<file path="src/rtl/proc_fetch_ctrl.sv">
// Instruction fetch controller: BUBBLE/FETCH/HOLD sequencing with branch/jump redirects.
// Optional exception redirect to EXC_VEC is enabled by defining PROC_FETCH_EXC_EN.
module proc_fetch_ctrl #(
   parameter logic [31:0] RESET_PC = 32'h0000_0000,
   parameter logic [31:0] EXC_VEC  = 32'h0000_0080
) (
   input  logic        clk,
   input  logic        nrst,
   input  logic        stall,
   input  logic        br_taken,
   input  logic [31:0] br_target,
   input  logic        jmp_en,
   input  logic [31:0] jmp_target,
   input  logic        exc_req,
   output logic        imem_req,
   output logic [31:0] imem_addr,
   input  logic        imem_ack,
   input  logic [31:0] imem_rdata,
   output logic        if_valid,
   output logic [31:0] if_instr,
   output logic [31:0] if_pc,
   output logic [31:0] pc
);

   typedef enum logic [1:0] {
      BUBBLE = 2'd0,
      FETCH  = 2'd1,
      HOLD   = 2'd2
   } state_t;

   state_t      state;
   logic        redirect;
   logic [31:0] redirect_target;

   assign imem_addr = pc;

   // Redirect selection: exception (when built in) over branch over jump.
`ifdef PROC_FETCH_EXC_EN
   always_comb begin
      redirect        = 1'b0;
      redirect_target = 32'h0000_0000;
      if (exc_req) begin
         redirect        = 1'b1;
         redirect_target = EXC_VEC;
      end else if (br_taken) begin
         redirect        = 1'b1;
         redirect_target = br_target;
      end else if (jmp_en) begin
         redirect        = 1'b1;
         redirect_target = jmp_target;
      end else begin
         redirect        = 1'b0;
         redirect_target = 32'h0000_0000;
      end
   end
`else
   // Exception input and vector are deliberately left dangling in this build.
   logic [31:0] unused_exc;
   assign unused_exc = EXC_VEC ^ {31'd0, exc_req};

   always_comb begin
      redirect        = 1'b0;
      redirect_target = 32'h0000_0000;
      if (br_taken) begin
         redirect        = 1'b1;
         redirect_target = br_target;
      end else if (jmp_en) begin
         redirect        = 1'b1;
         redirect_target = jmp_target;
      end else begin
         redirect        = 1'b0;
         redirect_target = 32'h0000_0000;
      end
   end
`endif

   // Fetch FSM; redirects squash any ack or held instruction in the same cycle.
   always_ff @(posedge clk) begin
      if (nrst) begin
         state    <= BUBBLE;
         pc       <= RESET_PC;
         imem_req <= 1'b0;
         if_valid <= 1'b0;
         if_instr <= 32'h0000_0000;
         if_pc    <= 32'h0000_0000;
      end else if (redirect) begin
         state    <= BUBBLE;
         pc       <= {redirect_target[31:2], 2'b00};
         imem_req <= 1'b0;
         if_valid <= 1'b0;
      end else begin
         case (state)
            BUBBLE: begin
               state    <= FETCH;
               imem_req <= 1'b1;
               if_valid <= 1'b0;
            end
            FETCH: begin
               if (imem_ack) begin
                  if_instr <= imem_rdata;
                  if_pc    <= pc;
                  if_valid <= 1'b1;
                  pc       <= pc + 32'd4;
                  if (stall) begin
                     state    <= HOLD;
                     imem_req <= 1'b0;
                  end else begin
                     state    <= FETCH;
                     imem_req <= 1'b1;
                  end
               end else begin
                  if_valid <= 1'b0;
                  imem_req <= 1'b1;
               end
            end
            HOLD: begin
               if (!stall) begin
                  state    <= FETCH;
                  imem_req <= 1'b1;
                  if_valid <= 1'b0;
               end else begin
                  state    <= HOLD;
                  imem_req <= 1'b0;
               end
            end
            default: begin
               state    <= BUBBLE;
               imem_req <= 1'b0;
               if_valid <= 1'b0;
            end
         endcase
      end
   end

endmodule

</file>
<file path="config.mk">
export PLATFORM = sky130hd
export DESIGN_NAME = proc_fetch_ctrl
export DESIGN_NICKNAME = d
export VERILOG_FILES = /design/src/rtl/proc_fetch_ctrl.sv
export SDC_FILE = /design/constraint.sdc
export NUM_CORES = 1
export LEC_CHECK = 0
export ABC_AREA = 1
export ABC_CLOCK_PERIOD_IN_PS = 1500
export CAP_MARGIN = 0
export CORE_UTILIZATION = 35
export DETAILED_ROUTE_END_ITERATION = 8
export PLACE_DENSITY_LB_ADDON = 0.15
export SLEW_MARGIN = 20
export SYNTH_ARGS = -nofsm -noshare
export SYNTH_HDL_FRONTEND = slang
export SYNTH_SLANG_ARGS = --single-unit
</file>
<file path="constraint.sdc">
create_clock -name clk -period 1.5 [get_ports clk]
set_input_delay 0.225 -clock clk [delete_from_list [all_inputs] [get_ports clk]]
set_output_delay 0.225 -clock clk [all_outputs]
set_load 0.05 [all_outputs]
</file>
# --- Word level (Yosys, flattened, before mapping) ---
# Cells that the tools add are included.
# Widths: inputs -> output; s select.
totals:
  regBits: 100
  elab_cells: 36
classes:
  mux: 16
  eq_ne: 4
  add_sub_neg: 1
  n_reduce_logical: 7
  n_bitwise: 1
op_table:
  columns: ["operator", "count"]
  rows:
  - ["$mux 32", 5]
  - ["$add 32x3->32 const B", 1]
  - ["$mux 1", 6]
  - ["$pmux 2 s3", 1]
  - ["$mux 2", 2]
  - ["$ne 2x2->1 const B", 2]
  - ["$reduce_and 2->1", 2]
  - ["$reduce_bool 2->1", 2]
  - ["$pmux 1 s3", 1]
  - ["$reduce_and 3->1", 1]
  - ["$eq 2x1->1 const B", 1]
  - ["$eq 2x2->1 const B", 1]
  - ["$logic_not 2->1", 1]
  - ["$pmux 1 s2", 1]
  - ["$reduce_or 2->1", 1]
  - ["$not 1->1", 1]

# --- Depth between registers and ports, before layout ---
logic_depth:
  word_depth: 4
  depth_mapped: 11
  depth_no_buf: 10

# --- Least setup slack after synthesis ---
# OpenSTA, ideal clock, no wires.
synth_path:
  path_type: "register to register"
  from: "register pc[3], in the netlist imem_addr[3]"
  to: "register pc[30], in the netlist imem_addr[30]"
  required_ns: 1.372
  setup_time_ns: 0.128
  slack_ns: -0.363
  synth_period_minus_slack_ns: 1.863
  path_stages_with_launch: 9
  arrival_ns: 1.735
  path_cell_list: "dfxtp_1 ha_1 nand3_1 nor2_2 nand2_1 nor2_2 a21oi_1 nor2_1 nor2_1"
synth_via:
  elab_chain_len: 4
synth_lines:
  columns: ["item", "line", "text"]
  rows:
  - ["start, declared", "22", "output logic [31:0] pc"]
  - ["start signal, assigned", "88", "pc <= {redirect_target[31:2], 2'b00};"]
  - ["start signal, assigned", "103", "pc <= pc + 32'd4;"]
  - ["$add 32x3->32", "103", null]
  - ["$mux 32", "99", "if (imem_ack) begin"]
  - ["$mux 32", "92", "case (state)"]
  - ["$mux 32", "86", "end else if (redirect) begin"]
# No other way between the ends. The select of a mux whose other input is x is not followed.
# A chain may end at the register's enable or synchronous reset.

# --- Final worst setup path ---
layout_path:
  from: "register pc[3], in the netlist imem_addr[3]"
  to: "register pc[28], in the netlist imem_addr[28]"
# Same word-level chain as after synthesis.

==> results.json <==
{
  "io_buffers": 221,
  "cts_tree": "done",
  "syn-mean-instance-area_um2": 7.14,
  "clkTransAtPathRegs_ns": 0.07,
  "antenna_found_initial": 0,
  "reg2regPathDepth": 10,
  "final_util_pct": 65.2,
  "grt_pass1_wl_mm": 27.3,
  "min_from": "if_pc[30]",
  "grt_overflow": 0,
  "fp.dieW_um": 118,
  "wl_mm": 17.6,
  "grt_usage_pct": 24.9,
  "cts-root-buf": "clkbuf_16",
  "hpwlAfterDp_mm": 13.1,
  "r2r-start": "imem_addr[3]",
  "r2r_slack_ns": 0.03,
  "synth_area_mm2": 0.00471,
  "numClockSinks": 96,
  "clk_path_buf_depth": 2,
  "ys_types": 33,
  "globalplace.congestion": 0.924,
  "path_class": "reg2reg",
  "final-setup-viol-count": 0,
  "drive_gt1_share_pct": 33.1,
  "fin_tns_setup_ns": 0,
  "fin_nets": 1012,
  "cp-start-kind": "register",
  "vias_per_cell": 5.04,
  "max_freq_ghz": 0.680,
  "hold_violations": 0,
  "status": "complete, no violations",
  "initial_utilization_pct": 35.7,
  "maxCapViolCount": 0,
  "synth_area_leaders": "dfxtp_1 41%, nor2_1 11%, o21ai_0 8.0%",
  "grt_max_degree": 35,
  "fin_skew_ns": 0.00481,
  "r2r_end": "imem_addr[28]",
  "pwr_density_cell_mw_per_mm2": 850,
  "crit_required_ns": 1.78,
  "leakagePower_nw": 3.47,
  "cts_buffers": 9,
  "insertion_delay_ns": 0.34,
  "cp.arrival_ns": 1.75,
  "ys_warn_count": 0,
  "drv_slew": 0,
  "rsz0062_at_grt": "true",
  "ant_nets": 0,
  "drt_first_pass_iters": 5,
  "synth-seq-cells": 96,
  "critPathMaxFanout": 4,
  "period_minus_slack_ns": 1.47,
  "synth_top_cell_by_area": "dfxtp_1",
  "min-delay-path-class": "reg2reg",
  "ys_seq_area_share_pct": 40.8,
  "pre_cts_ws_ns": -0.292,
  "drcViolationCount": 0,
  "worstHoldEndpoint": "if_pc[30]",
  "htreeDepth": 3,
  "coreArea_mm2": 0.0132,
  "wl_per_cell_um": 16.2,
  "fillerInstances": 1124,
  "whs_path_depth": 2,
  "fin_area_mm2": 0.00860,
  "grt_pass1_vias": 5457,
  "fp.dieArea_mm2": 0.0139,
  "fin_ws_ns": 0.0289,
  "syn_inst": 659,
  "cp-end-kind": "register",
  "drt_iter0_markers": 303,
  "vias": 5468,
  "netlist.area_leader.share_pct": 40.8,
  "cts_hold_buffers": 0,
  "min_period_over_period_pct": 98.1,
  "syn_to_final_growth_pct": 82.6,
  "die_h_um": 118,
  "row_count": 42,
  "io_pins": 233,
  "diodes": 0,
  "place_area_mm2": 0.00791,
  "peakVddDrop_mv": 0.457
}
-- how the worst max path moves through the flow --
stage | from | end | slack (ns) | cells past startpoint
after floorplan | imem_addr[25] | imem_addr[30] | -0.02 | 7
after global placement | jmp_en | imem_addr[13] | -0.24 | 8
after detailed placement | jmp_en | if_pc[7] | -0.29 | 8
after CTS | state[1] | if_instr[6] | -0.02 | 9
after global routing | imem_addr[3] | imem_addr[24] | -0.05 | 9
final | imem_addr[3] | imem_addr[28] | 0.03 | 10
-- layer usage --
layer	share of wire (%)	wire length [um]	GRT usage, %
met4	2.5	440	10.9
met5	0	0	0
met1	41	7170	28.7
met3	7.1	1240	5.18
met2	50	8720	44.1
-- area by class of cell --
type                            instances  area (um2)  share of cell area (%)
Clock buffer                           13         292                    3.39
Clock inverter                          3        45.0                   0.524
Inverter                               33         134                    1.56
Multi-Input combinational cell        466        2490                    29.0
Sequential cell                        96        1970                    22.9
Tap cell                              176         220                    2.56
Timing Repair Buffer                  298        3450                    40.1
-- through the flow --
step / cells / hold slack [ns] / total power [mW]
after CTS: 1080 / 0.474 / 7.29
after detailed placement: 1062 / 0.469 / 4.77
after global routing: 1085 / 0.487 / 7.56
final: 1085 / 0.481 / 7.31
after global placement: 1062 / 0.464 / 4.75
after floorplan: 664 / 0.389 / 3.73
-- sequential cells by signal, indices dropped and copies added (netlist names) --
signal and count:
imem_req 1, if_pc 30, if_instr 32, if_valid 1, state 2, imem_addr 30
-- synthesized netlist by cell type (all sizes together) --
cell type / count
nor2: 146
a22o: 4
conb: 1
a211oi: 6
xnor2: 3
o21ai: 75
xor2: 1
o211a: 1
o211ai: 2
inv: 32
clkinv: 1
nand3: 32
a21oi: 40
o21bai: 1
nor3: 10
buf: 50
clkbuf: 19
a31oi: 9
o22ai: 1
nand2: 97
ha: 5
a22oi: 12
o31a: 1
o221ai: 1
and2: 1
a221oi: 12
dfxtp: 96
-- critical path, cell delays in order (launching register included) --
cell,delay [ns]
dfxtp_4,0.37
ha_4,0.17
nand3_4,0.10
nor2_4,0.18
nand2_2,0.10
buf_6,0.14
inv_4,0.05
nand2_2,0.04
nand2_1,0.06
nand3_1,0.06
a21oi_1,0.14
-- cells by family after synthesis --
family	count (synthesis)	synth area share, %
AO/OA/AOI/OAI	165	20.5
XOR/XNOR	4	0.744
adder cells (fa/ha/maj)	5	1.33
buffers and inverters	102	11.5
flip-flops	96	40.8
other	1	0.0796
AND/OR/NAND/NOR	286	25.1
-- layout by cell type, fill, tap and decap left out, drive strengths merged --
cell / count
a211oi: 6
a21oi: 40
a221oi: 12
a22o: 4
a22oi: 12
a31oi: 9
and2: 1
buf: 201
bufinv: 1
clkbuf: 13
clkdlybuf4s50: 97
clkinvlp: 2
conb: 6
dfxtp: 96
ha: 5
inv: 33
nand2: 97
nand3: 32
nor2: 146
nor3: 10
o211a: 1
o211ai: 2
o21ai: 75
o21bai: 1
o221ai: 1
o22ai: 1
o31a: 1
xnor2: 3
xor2: 1
-- power breakdown --
part	switching (mW)	leakage, nW	internal [mW]
registers	0.0889	0.791	2.64
clock network	0.990	0.159	1.53
logic	1.08	2.52	0.981
-- timing repair --
action / CTS / global route
buffers inserted: 0 / 5
pin swaps: 2 / 16
cloned: 2 / 0
gates resized for setup: 31 / 63
endpoints found under the setup margin: 74 / 68
Power figures use the tool's default switching activity.
